File: src/rtl/period_gen.sv
// ============================================================================
// Module   : period_gen
// Brief    : Periodic waveform generator with a double-buffered period/high
//            setting applied only on period boundaries. Optional macro
//            PERIOD_CLAMP_EN clamps out-of-range loads instead of rejecting.
// Revision : 1.0 - initial release
// ============================================================================
`default_nettype none

module period_gen #(
    parameter int CNT_W      = 8,
    parameter int MIN_PERIOD = 6
) (
    input  logic             clk_in,
    input  logic             rst_n_in,
    input  logic             en_in,
    input  logic             load_in,
    input  logic [CNT_W-1:0] period_in,
    input  logic [CNT_W-1:0] high_in,
    output logic             load_ack_out,
    output logic             err_out,
    output logic             busy_out,
    output logic             y_out
);

    localparam logic [1:0] S_IDLE = 2'd0;
    localparam logic [1:0] S_HIGH = 2'd1;
    localparam logic [1:0] S_LOW  = 2'd2;

    localparam logic [CNT_W-1:0] c_MIN_PER = CNT_W'(MIN_PERIOD);
    localparam logic [CNT_W-1:0] c_DEF_HI  = CNT_W'(MIN_PERIOD / 2);
    localparam logic [CNT_W-1:0] c_ONE     = CNT_W'(1);

    logic [1:0]       r_state;
    logic [CNT_W-1:0] r_cnt;
    logic [CNT_W-1:0] r_act_per;
    logic [CNT_W-1:0] r_act_hi;
    logic [CNT_W-1:0] r_pnd_per;
    logic [CNT_W-1:0] r_pnd_hi;
    logic             r_pnd_v;
    logic             r_y;
    logic             r_ack;
    logic             r_err;

    logic [CNT_W-1:0] w_ld_per;
    logic [CNT_W-1:0] w_ld_hi;
    logic             w_ld_ok;
    logic [CNT_W-1:0] w_nxt_per;
    logic [CNT_W-1:0] w_nxt_hi;
    logic             w_start;

`ifdef PERIOD_CLAMP_EN
    always_comb begin
        w_ld_per = (period_in < c_MIN_PER) ? c_MIN_PER : period_in;
        if (high_in == '0) begin
            w_ld_hi = c_ONE;
        end else if (high_in >= w_ld_per) begin
            w_ld_hi = w_ld_per - c_ONE;
        end else begin
            w_ld_hi = high_in;
        end
        w_ld_ok = 1'b1;
    end
`else
    always_comb begin
        w_ld_per = period_in;
        w_ld_hi  = high_in;
        w_ld_ok  = (period_in >= c_MIN_PER) && (high_in != '0) &&
                   (high_in < period_in);
    end
`endif

    // Setting that takes effect if a new period starts this cycle.
    assign w_nxt_per = r_pnd_v ? r_pnd_per : r_act_per;
    assign w_nxt_hi  = r_pnd_v ? r_pnd_hi  : r_act_hi;

    // A period starts from IDLE, or at the end of LOW when still enabled.
    assign w_start = en_in && ((r_state == S_IDLE) ||
                               ((r_state == S_LOW) && (r_cnt == '0)));

    always_ff @(posedge clk_in or negedge rst_n_in) begin
        if (!rst_n_in) begin
            r_state   <= S_IDLE;
            r_cnt     <= '0;
            r_act_per <= c_MIN_PER;
            r_act_hi  <= c_DEF_HI;
            r_pnd_per <= '0;
            r_pnd_hi  <= '0;
            r_pnd_v   <= 1'b0;
            r_y       <= 1'b0;
            r_ack     <= 1'b0;
            r_err     <= 1'b0;
        end else begin
            r_ack <= load_in && w_ld_ok;
            r_err <= load_in && !w_ld_ok;

            if (w_start) begin
                r_act_per <= w_nxt_per;
                r_act_hi  <= w_nxt_hi;
                r_cnt     <= w_nxt_hi - c_ONE;
                r_pnd_v   <= 1'b0;
                r_state   <= S_HIGH;
                r_y       <= 1'b1;
            end else begin
                case (r_state)
                    S_HIGH: begin
                        if (r_cnt == '0) begin
                            r_cnt   <= r_act_per - r_act_hi - c_ONE;
                            r_state <= S_LOW;
                            r_y     <= 1'b0;
                        end else begin
                            r_cnt <= r_cnt - c_ONE;
                        end
                    end
                    S_LOW: begin
                        if (r_cnt == '0) begin
                            r_state <= S_IDLE;
                            r_y     <= 1'b0;
                        end else begin
                            r_cnt <= r_cnt - c_ONE;
                        end
                    end
                    default: begin
                        r_state <= S_IDLE;
                        r_y     <= 1'b0;
                    end
                endcase
            end

            // A same-cycle load wins over the boundary's clear of pnd_v.
            if (load_in && w_ld_ok) begin
                r_pnd_per <= w_ld_per;
                r_pnd_hi  <= w_ld_hi;
                r_pnd_v   <= 1'b1;
            end
        end
    end

    assign load_ack_out = r_ack;
    assign err_out      = r_err;
    assign busy_out     = (r_state != S_IDLE);
    assign y_out        = r_y;

endmodule

`default_nettype wire

File: config.mk
export PLATFORM = sky130hd
export DESIGN_NAME = period_gen
export DESIGN_NICKNAME = d
export VERILOG_FILES = /design/src/rtl/period_gen.sv
export SDC_FILE = /design/constraint.sdc
export NUM_CORES = 1
export LEC_CHECK = 0
export CAP_MARGIN = 30
export CORE_AREA = 2 2 74 76
export CTS_BUF_LIST = sky130_fd_sc_hd__clkbuf_16
export DETAILED_ROUTE_END_ITERATION = 10
export DIE_AREA = 0 0 76 78
export PLACE_DENSITY = 0.86
export SLEW_MARGIN = 20
export SYNTH_ARGS = -nofsm -noshare
export SYNTH_HDL_FRONTEND = slang
export SYNTH_SLANG_ARGS = --single-unit
File: constraint.sdc
create_clock -name clk_in -period 4.19 [get_ports clk_in]
set_clock_uncertainty 0.1 [all_clocks]
set_input_delay 0.419 -clock clk_in [delete_from_list [all_inputs] [get_ports clk_in]]
set_output_delay 0.419 -clock clk_in [all_outputs]
set_load 0.005 [all_outputs]
==> results of run 1 <==
registers in the layout, summed over array words and instances (netlist names):
register      cells
err_out           1
load_ack_out      1
r_act_hi          8
r_act_per         8
r_cnt             8
r_pnd_hi          8
r_pnd_per         8
r_pnd_v           1
r_state           2
y_out             1
metal layers:
layer | vias up | wire, um
li1 | 1139 | -
met1 | 1184 | 2860
met2 | 75 | 3370
met3 | 10 | 302
met4 | 0 | 106
met5 | - | 0
power by group:
part           total [W]  switching, W  leakage [nW]  internal (W)
sequential      0.000840      0.000211         0.542      0.000629
clock           0.000390      0.000172        0.0672      0.000219
combinational    0.00118      0.000624         0.870      0.000557
total            0.00241       0.00101          1.48       0.00141
Yosys cell counts, drive strengths merged (2+ instances only):
master | instances | area [um2]
dfrtp | 42 | 1050
mux2 | 27 | 308
inv | 23 | 86.3
ha | 20 | 250
nand2 | 19 | 71.3
nor2 | 17 | 63.8
o21ai | 16 | 80.1
a21oi | 13 | 80.1
mux2i | 10 | 100
nor3 | 10 | 61.3
nand3 | 8 | 40.0
nor4 | 8 | 50.1
a21o | 7 | 52.6
buf | 7 | 60.1
xnor2 | 6 | 52.6
a31oi | 5 | 37.5
xor2 | 5 | 43.8
a211oi | 4 | 30.0
dfstp | 4 | 105
o211ai | 4 | 30.0
o31ai | 4 | 30.0
a22oi | 3 | 22.5
nand4 | 3 | 18.8
nor3b | 3 | 27.5
nor4b | 3 | 41.3
or2 | 3 | 18.8
a21boi | 2 | 15.0
clkbuf | 2 | 8.75
nand2b | 2 | 12.5
nand3b | 2 | 15.0
nor2b | 2 | 12.5
o2111ai | 2 | 17.5
o21a | 2 | 15.0
o21bai | 2 | 15.0
or3 | 2 | 12.5
critical path: cells and delay by family:
family / cells / cell delay, ps
muxes: 1 / 400
buffers and inverters: 2 / 530
and+or+nand+nor: 1 / 220
adders and majority gates: 1 / 320
AOI/OAI and AO/OA: 2 / 880
worst max path at each step:
stage	start	endpoint	slack [ps]	cells after the start
2_1_floorplan	period_in[7]	r_pnd_hi[7]	1940	7
3_3_place_gp	period_in[7]	r_pnd_per[4]	1300	7
3_5_place_dp	period_in[7]	r_pnd_hi[2]	1200	7
4_1_cts	period_in[7]	r_pnd_hi[2]	1500	7
5_1_grt	r_cnt[0]	r_cnt[5]	1310	7
6_report	period_in[7]	r_pnd_per[2]	1490	7
stage by stage:
stage | hold WS, ps | util [%] | setup slack (ps)
floorplan | 23.4 | - | 1940
global route | 63.8 | 68.2 | 1310
detailed placement | 342 | 65.3 | 1200
finish | 17.5 | 68.2 | 1490
CTS | 34.5 | 68.2 | 1500
global placement | 385 | 64.8 | 1300
area by class of cell:
| cell class | instances | area, um2 | share of cell area [%] |
|---|---|---|---|
| Clock inverter | 3 | 18.8 | 0.546 |
| Clock buffer | 5 | 125 | 3.64 |
| Timing Repair Buffer | 25 | 260 | 7.57 |
| Sequential cell | 46 | 1160 | 33.6 |
| Inverter | 23 | 86.3 | 2.51 |
| Tap cell | 70 | 87.6 | 2.55 |
| Multi-Input combinational cell | 221 | 1700 | 49.5 |
cells by family (layout without fill, tap and decap cells):
logic type      count (synthesis)  in the layout  share of synthesized area, %
flops                          46             46                          38.4
fa+ha+maj                      21             21                          8.97
mux                            37             37                          13.5
xor+xnor                       11             11                          3.20
simple gates                   83             83                          15.2
buf+inv                        32             56                          5.15
compound gates                 69             69                          15.6
==> reports/metrics.yaml, run 1 <==
run_status:
  outcome: "completed"
global_routing:
  antenna_found_initial: 0
  top_usage_layer: "met2"
  gr_usage_total_pct: 24.0
  global_route.usage.met1_pct: 29.4
  grt_remaining_overflow: 0
  via_count_of_the_first_global_routing_pass: 2407
  largest_net_degree_at_the_start_of_global_routing: 26
  grt_first_pass_wirelength_mm: 11.3
  use_met2_pct: 42.4
  globalRouteMet3Util_pct: 4.19
sta:
  setup_total_negative_slack_ps: 0
  maxSlewHeadroom_pct: 51.4
  finalCritPeriodShare_pct: 64.5
  timing.final.max_slew_violations: 0
  clock.fmax_mhz: 370
  setup_repair_after_global_routing_missed_its_margin: "no"
  finalSetupViolCount: 0
  worst_pin_slew_ps: 728
  final.min_clock_period_ps: 2700
  finalHoldViolations: 0
cts:
  cts-hold-fix-buffers: 0
  tritoncts_num_sinks: 46
  clkSlewWorstSetupHoldPaths_ps: 60
  cts_repair_resize_count: 0
  root_driver: "clkbuf_16"
  numCtsBuffers: 5
  htree_levels: 2
  cts_tree: "yes"
  clk_buf_depth: 2
  post_cts_buffers: 0
  clk-insertion-delay-late_ps: 290
pwr:
  post_layout_power_w: 0.00241
  p_leak_nw: 1.48
  pwr_density_cell_nw_per_um2: 702
  ir_drop_v: 0.000255
worst_hold_path:
  worst_hold_path_class: "in -> async"
drt:
  routed_via_density: 6.13
  routedWlPerCell_um: 16.9
  initial_drt_pass_iterations: 4
  wire_length_reported_by_the_detailed_router_mm: 6.64
  antenna_left: 0
  detailroute.via_count: 2408
  detailedRoute.firstIterationViolations: 156
  drt_drc_violations_left: 0
worst_setup_path:
  critical_path_cell_by_cell: "clkdlybuf4s50_1, inv_1, ha_1, a221oi_1, nand4_1, a21oi_4, mux2_2"
  register_to_register_setup_slack_ps: 1520
  cp_data_required_time_ps: 4260
  reg2regPathDepth: 7
  worstReg2RegStart: "r_cnt[0]"
  r2r_end: "r_cnt[5]"
  timing.critical_path.to_type: "register"
  slowest_delay_ps: 490
  critPathKind: "in -> reg"
  worst_path_max_delay_cell: "a21oi_4"
  path_max_fanout: 18
  timing.critical_path.from_type: "primary input"
  cp.arrival_ps: 2780
cells_and_area:
  layout.filler_cells: 396
  diodes: 0
  design_area_um2: 3440
  layout_common_cells: "dfrtp_1 (42), mux2_2 (26), inv_1 (24), clkdlybuf4s50_1 (22), ha_1 (20)"
  layout.nets: 363
  area_delta_synth_final_pct: 14.0
  final_common_cell: "dfrtp_1"
  post_route_cells_drive_above_1_share_pct: 15.8
  final_cells: 393
floorplan:
  design.core.area_um2: 5040
  rows: 26
  starting_density_of_the_core_pct: 59.8
  die-width_um: 76
  die-area_um2: 5930
  floorplan_die_height_um: 78
  io_pins: 24
synth:
  synth-seq-cells: 46
  ys.flop_type: "dfrtp_1"
  netlist_instances: 299
  yosysWarningCount: 0
  synthArstFlopShare_pct: 100
  seq_area_frac_synth_pct: 38.4
  mappedNetlistNets: 340
  count_of_flip_flops_with_a_built_in_enable_after_synthesis: 0
  syn-mean-instance-area_um2: 10.1
  synthDistinctLibCells: 53
  synth.cell_area_um2: 3010
job:
  max_cap_check_violation_count: 0
placed_design:
  place_congestion: 0.866
  placed_cell_area_um2: 3290
  placed_cells: 385
  dp_hpwl_mm: 5.00
  port_buffers: 23
Note: power is estimated with default switching activity, not from simulation.
==> run 2: changes to the inputs <==
--- a/config.mk
+++ b/config.mk
@@ -6,11 +6,11 @@
 export NUM_CORES = 1
 export LEC_CHECK = 0
 export CAP_MARGIN = 30
-export CORE_AREA = 2 2 74 76
+export CORE_AREA = 2 2 75 77
 export CTS_BUF_LIST = sky130_fd_sc_hd__clkbuf_16
 export DETAILED_ROUTE_END_ITERATION = 10
-export DIE_AREA = 0 0 76 78
-export PLACE_DENSITY = 0.86
+export DIE_AREA = 0 0 77 79
+export PLACE_DENSITY = 0.84
 export SLEW_MARGIN = 20
 export SYNTH_ARGS = -nofsm -noshare
 export SYNTH_HDL_FRONTEND = slang
==> constraint.sdc (replaced) <==
create_clock -name clk_in -period 2.8 [get_ports clk_in]
set_clock_uncertainty 0.1 [all_clocks]
set_input_delay 0.28 -clock clk_in [delete_from_list [all_inputs] [get_ports clk_in]]
set_output_delay 0.28 -clock clk_in [all_outputs]
set_load 0.005 [all_outputs]
==> run 2 against run 1 <==
Core utilization down 2.6 points. Critical path type is now reg -> reg. Register-to-register slack worse by 1200 ps. Total power up 54%. Global-route usage up 0.38 points. Clock-buffer cell count unchanged. Flip-flop and latch count unchanged.
==> reports/metrics.yaml, run 2 (synthesis gave the netlist of run 1 again) <==
sta:
  timing.final.max_slew_violations: 0
  final.min_clock_period_ps: 2430
  clock.fmax_mhz: 411
  maxSlewHeadroom_pct: 64.0
  worst_pin_slew_ps: 539
  finalHoldViolations: 0
  finalCritPeriodShare_pct: 86.8
  setup_repair_after_global_routing_missed_its_margin: "no"
  setup_total_negative_slack_ps: 0
  finalSetupViolCount: 0
global_routing:
  antenna_found_initial: 0
  via_count_of_the_first_global_routing_pass: 2383
  grt_remaining_overflow: 0
  largest_net_degree_at_the_start_of_global_routing: 29
  grt_first_pass_wirelength_mm: 11.5
  gr_usage_total_pct: 24.4
floorplan:
  die-area_um2: 6080
  io_pins: 24
  design.core.area_um2: 5340
  die-width_um: 77
  rows: 27
  starting_density_of_the_core_pct: 56.5
  floorplan_die_height_um: 79
worst_hold_path:
  worst_hold_path_class: "in -> async"
worst_setup_path:
  reg2regPathDepth: 8
  timing.critical_path.to_type: "register"
  timing.critical_path.from_type: "register"
  cp_data_required_time_ps: 2940
  critPathKind: "reg -> reg"
  path_max_fanout: 3
  cp.arrival_ps: 2570
cts:
  root_driver: "clkbuf_16"
  cts_tree: "yes"
  cts_repair_resize_count: 0
  post_cts_buffers: 0
  clk-insertion-delay-late_ps: 290
  tritoncts_num_sinks: 46
  numCtsBuffers: 5
  htree_levels: 2
  clk_buf_depth: 2
  cts-hold-fix-buffers: 1
  clkSlewWorstSetupHoldPaths_ps: 70
placed_design:
  place_congestion: 0.908
  port_buffers: 23
  dp_hpwl_mm: 5.41
  placed_cell_area_um2: 3340
cells_and_area:
  footprint_of_the_multi_input_gates_um2: 1700
  final_common_cell: "dfrtp_1"
  diodes: 0
  layout.nets: 369
  design_area_um2: 3500
  layout_common_cells: "dfrtp_1 (42), mux2_2 (26), inv_1 (23), clkdlybuf4s50_1 (22), ha_1 (20)"
  layout.filler_cells: 445
  regArea_um2: 1160
  area_delta_synth_final_pct: 16.1
  post_route_cells_drive_above_1_share_pct: 17.3
drt:
  antenna_left: 0
  routedWlPerCell_um: 17.3
  wire_length_reported_by_the_detailed_router_mm: 6.96
  initial_drt_pass_iterations: 5
  routed_via_density: 6.01
  detailedRoute.firstIterationViolations: 144
  detailroute.via_count: 2410
  drt_drc_violations_left: 0
pwr:
  ir_drop_v: 0.000405
  p_leak_nw: 1.51
  pwr_density_cell_nw_per_um2: 1060
run_status:
  outcome: "completed"
job:
  max_cap_check_violation_count: 0
-- run 2: cell count changes in the layout (fill, tap and decap cells not counted), sizes merged --
cell,previous run,this run
buf,3,8
clkinvlp,2,1
dlygate4sd3,0,1
inv,24,25
-- run 2: worst max-delay path, stage by stage (launching register included) --
cell and delay, ps:
dfstp_2 560, inv_1 60, ha_1 220, fa_1 440, a211oi_1 340, o21bai_1 130
a21oi_1 200, mux2i_1 210, a21o_1 120
-- run 2: report_power, final --
| group | switching, W | internal (W) | total, W |
|---|---|---|---|
| sequential | 0.000289 | 0.000942 | 0.00123 |
| combinational | 0.00100 | 0.000857 | 0.00186 |
| clock | 0.000279 | 0.000341 | 0.000619 |
-- run 2: cell type report --
| cell class | count | area share, % |
|---|---|---|
| Multi-Input combinational cell | 221 | 48.6 |
| Sequential cell | 46 | 33.0 |
| Timing Repair Buffer | 31 | 8.93 |
| Clock buffer | 5 | 3.57 |
| Tap cell | 72 | 2.57 |
| Inverter | 23 | 2.47 |
| Clock inverter | 3 | 0.786 |
-- run 2: worst paths after layout --
path | startpoint | endpoint | slack (ps)
min in group clk_in | r_pnd_per[4] | r_pnd_per[4] | 400
max in group asynchronous | rst_n_in | r_act_hi[1] | 1660
max reg2reg | r_act_hi[0] | r_cnt[6] | 370
min | rst_n_in | r_cnt[6] | 370
max | r_act_hi[0] | r_cnt[6] | 370
min reg2reg | r_pnd_per[4] | r_pnd_per[4] | 400
-- run 2: routing by layer --
layer	vias to the layer above	GRT usage [%]	part of all wire, %
li1	1153	-	-
met1	1138	29.5	41
met2	96	42.3	49
met3	23	5.00	5.4
met4	0	10.7	4.0
met5	-	0	0
-- run 2: per-stage QoR --
step           utilization (%)  hold slack (ps)  instances  setup WS, ps  power, W
3_3_place_gp              62.2              386        391           259   0.00297
3_5_place_dp              62.5              152        392           134   0.00306
2_1_floorplan                -             -116        299           583   0.00257
6_report                  65.6              371        401           370   0.00371
4_1_cts                   65.6              375        401           392   0.00370
5_1_grt                   65.6              404        401           175   0.00399
==> run 3: changes to the inputs <==
--- a/config.mk
+++ b/config.mk
@@ -7,7 +7,6 @@
 export LEC_CHECK = 0
 export CAP_MARGIN = 30
 export CORE_AREA = 2 2 75 77
-export CTS_BUF_LIST = sky130_fd_sc_hd__clkbuf_16
 export DETAILED_ROUTE_END_ITERATION = 10
 export DIE_AREA = 0 0 77 79
 export PLACE_DENSITY = 0.84
==> run 3 against run 2 <==
Clock-buffer cell count unchanged. Critical path depth unchanged. Maximum frequency increased by 0.77%. Flip-flop and latch count is the same. First-iteration DRC count grew 24%. Critical endpoint is now r_cnt[4]. Largest cell class unchanged.
==> reports/metrics.yaml, run 3 (synthesis gave the netlist of run 1 again) <==
worst_setup_path:
  critPathKind: "reg -> reg"
  worst_path_max_delay_cell: "dfstp_2"
  reg2regPathDepth: 8
  critPathLaunch: "r_act_hi[0]"
  critical_path_buf_inv_count: 1
  slowest_delay_ps: 570
  path_max_fanout: 3
  worstReg2RegStart: "r_act_hi[0]"
  timing.critical_path.depth: 8
  cp_data_required_time_ps: 2940
  timing.critical_path.from_type: "register"
  timing.critical_path.to_type: "register"
  critical_path_cell_by_cell: "inv_1, ha_1, fa_1, a211oi_1, nor2_1, o31ai_1, nand3_1, a31oi_1"
  critPathTopFamily: "compound AO/OA/AOI/OAI gates"
  cp.arrival_ps: 2550
placed_design:
  detailedPlace.worstSlack_ps: 134
  port_buffers: 23
  place_congestion: 0.908
  dp_hpwl_mm: 5.41
run_status:
  outcome: "completed"
cts:
  clk_buf_depth: 2
  numCtsBuffers: 5
  post_cts_buffers: 0
  cts_tree: "yes"
  tritoncts_num_sinks: 46
  htree_levels: 2
  clk-insertion-delay-late_ps: 310
  cts_repair_resize_count: 0
  clkSlewWorstSetupHoldPaths_ps: 100
  root_driver: "clkbuf_8"
global_routing:
  gr_usage_total_pct: 24.5
  via_count_of_the_first_global_routing_pass: 2342
  grt_remaining_overflow: 0
  antenna_found_initial: 0
  largest_net_degree_at_the_start_of_global_routing: 29
  grt_first_pass_wirelength_mm: 11.6
pwr:
  ir_drop_v: 0.000426
  sw_frac_of_total_pct: 44.0
  pwr-share-seq_pct: 34.7
  total_switching_power_w: 0.00156
  p_comb_share_pct: 52.7
  pwr_density_cell_nw_per_um2: 1030
  p_leak_nw: 1.49
  power.internal_w: 0.00198
  share_clk_of_total_power_pct: 12.5
floorplan:
  die-width_um: 77
  io_pins: 24
  rows: 27
  design.core.area_um2: 5340
  die-area_um2: 6080
  floorplan_die_height_um: 79
  starting_density_of_the_core_pct: 56.5
drt:
  drt_drc_violations_left: 0
  routedWlPerCell_um: 17.5
  detailroute.via_count: 2390
  detailedRoute.firstIterationViolations: 179
  initial_drt_pass_iterations: 4
  wire_length_reported_by_the_detailed_router_mm: 7.01
  routed_via_density: 5.96
  antenna_left: 0
sta:
  timing.final.max_slew_violations: 0
  clock.fmax_mhz: 415
  maxSlewHeadroom_pct: 63.9
  setup_total_negative_slack_ps: 0
  post-route-worst-setup-slack_ps: 388
  finalCritPeriodShare_pct: 86.1
  finalSetupViolCount: 0
  worst_pin_slew_ps: 540
  final.min_clock_period_ps: 2410
  finalHoldViolations: 0
  setup_repair_after_global_routing_missed_its_margin: "no"
cells_and_area:
  layout_common_cells: "dfrtp_1 (42), mux2_2 (26), inv_1 (23), clkdlybuf4s50_1 (22), ha_1 (20)"
  layout.nets: 369
  diodes: 0
  layout.filler_cells: 443
  final_common_cell: "dfrtp_1"
  post_route_cells_drive_above_1_share_pct: 17.3
  area_delta_synth_final_pct: 14.3
worst_hold_path:
  worst_hold_path_class: "in -> async"
job:
  max_cap_check_violation_count: 0
run 3: worst register-to-register path, stage by stage, from the launching register on:
cell and delay (ps):
dfstp_2 570, inv_1 60, ha_1 220, fa_1 440, a211oi_1 330, nor2_1 100, o31ai_1 240, nand3_1 130
a31oi_1 170
run 3: layout make-up:
class / count / area [um2] / share of cell area (%)
Multi-Input combinational cell: 221 / 1700 / 49.4
Sequential cell: 46 / 1160 / 33.6
Timing Repair Buffer: 31 / 313 / 9.08
Tap cell: 72 / 90.1 / 2.62
Inverter: 23 / 86.3 / 2.51
Clock buffer: 5 / 68.8 / 2.00
Clock inverter: 3 / 27.5 / 0.799
run 3: path summary, 6_finish.rpt:
check                                    end  slack, ps
worst max register to register      r_cnt[4]        390
worst min register to register  r_pnd_per[4]        410
min in group clk_in             r_pnd_per[4]        410
worst min-delay path                r_cnt[6]        350
worst max-delay path                r_cnt[4]        390
max in group asynchronous        r_act_hi[1]       1680
run 3: power by group through the flow:
stage	logic, W	registers (W)	clock network [W]
floorplan	0.00143	0.00113	0
global placement	0.00175	0.00121	0
detailed placement	0.00183	0.00123	0
CTS	0.00186	0.00122	0.000455
global route	0.00207	0.00126	0.000489
finish	0.00187	0.00123	0.000443
run 3: per-layer routing:
| metal | vias up | share of wire, % | global-route usage [%] |
|---|---|---|---|
| met3 | 18 | 5.2 | 5.34 |
| li1 | 1155 | - | - |
| met2 | 89 | 50 | 43.1 |
| met5 | - | 0 | 0 |
| met1 | 1128 | 42 | 29.5 |
| met4 | 0 | 3.5 | 9.29 |
run 3: through the flow:
stage / hold slack (ps) / std cells / area, um2 / power (W) / util, %
after global placement: 386 / 391 / 3320 / 0.00297 / 62.2
after global routing: 363 / 401 / 3440 / 0.00381 / 64.5
after detailed placement: 152 / 392 / 3340 / 0.00306 / 62.5
after CTS: 349 / 401 / 3440 / 0.00353 / 64.5
final: 349 / 401 / 3440 / 0.00354 / 64.5
after floorplan: -116 / 299 / 3010 / 0.00257 / -
run 3: repair_timing:
action	4_1_cts	5_1_grt
endpoints found under the setup margin	0	0
hold buffers	1	0
endpoints found under the hold margin	15	0
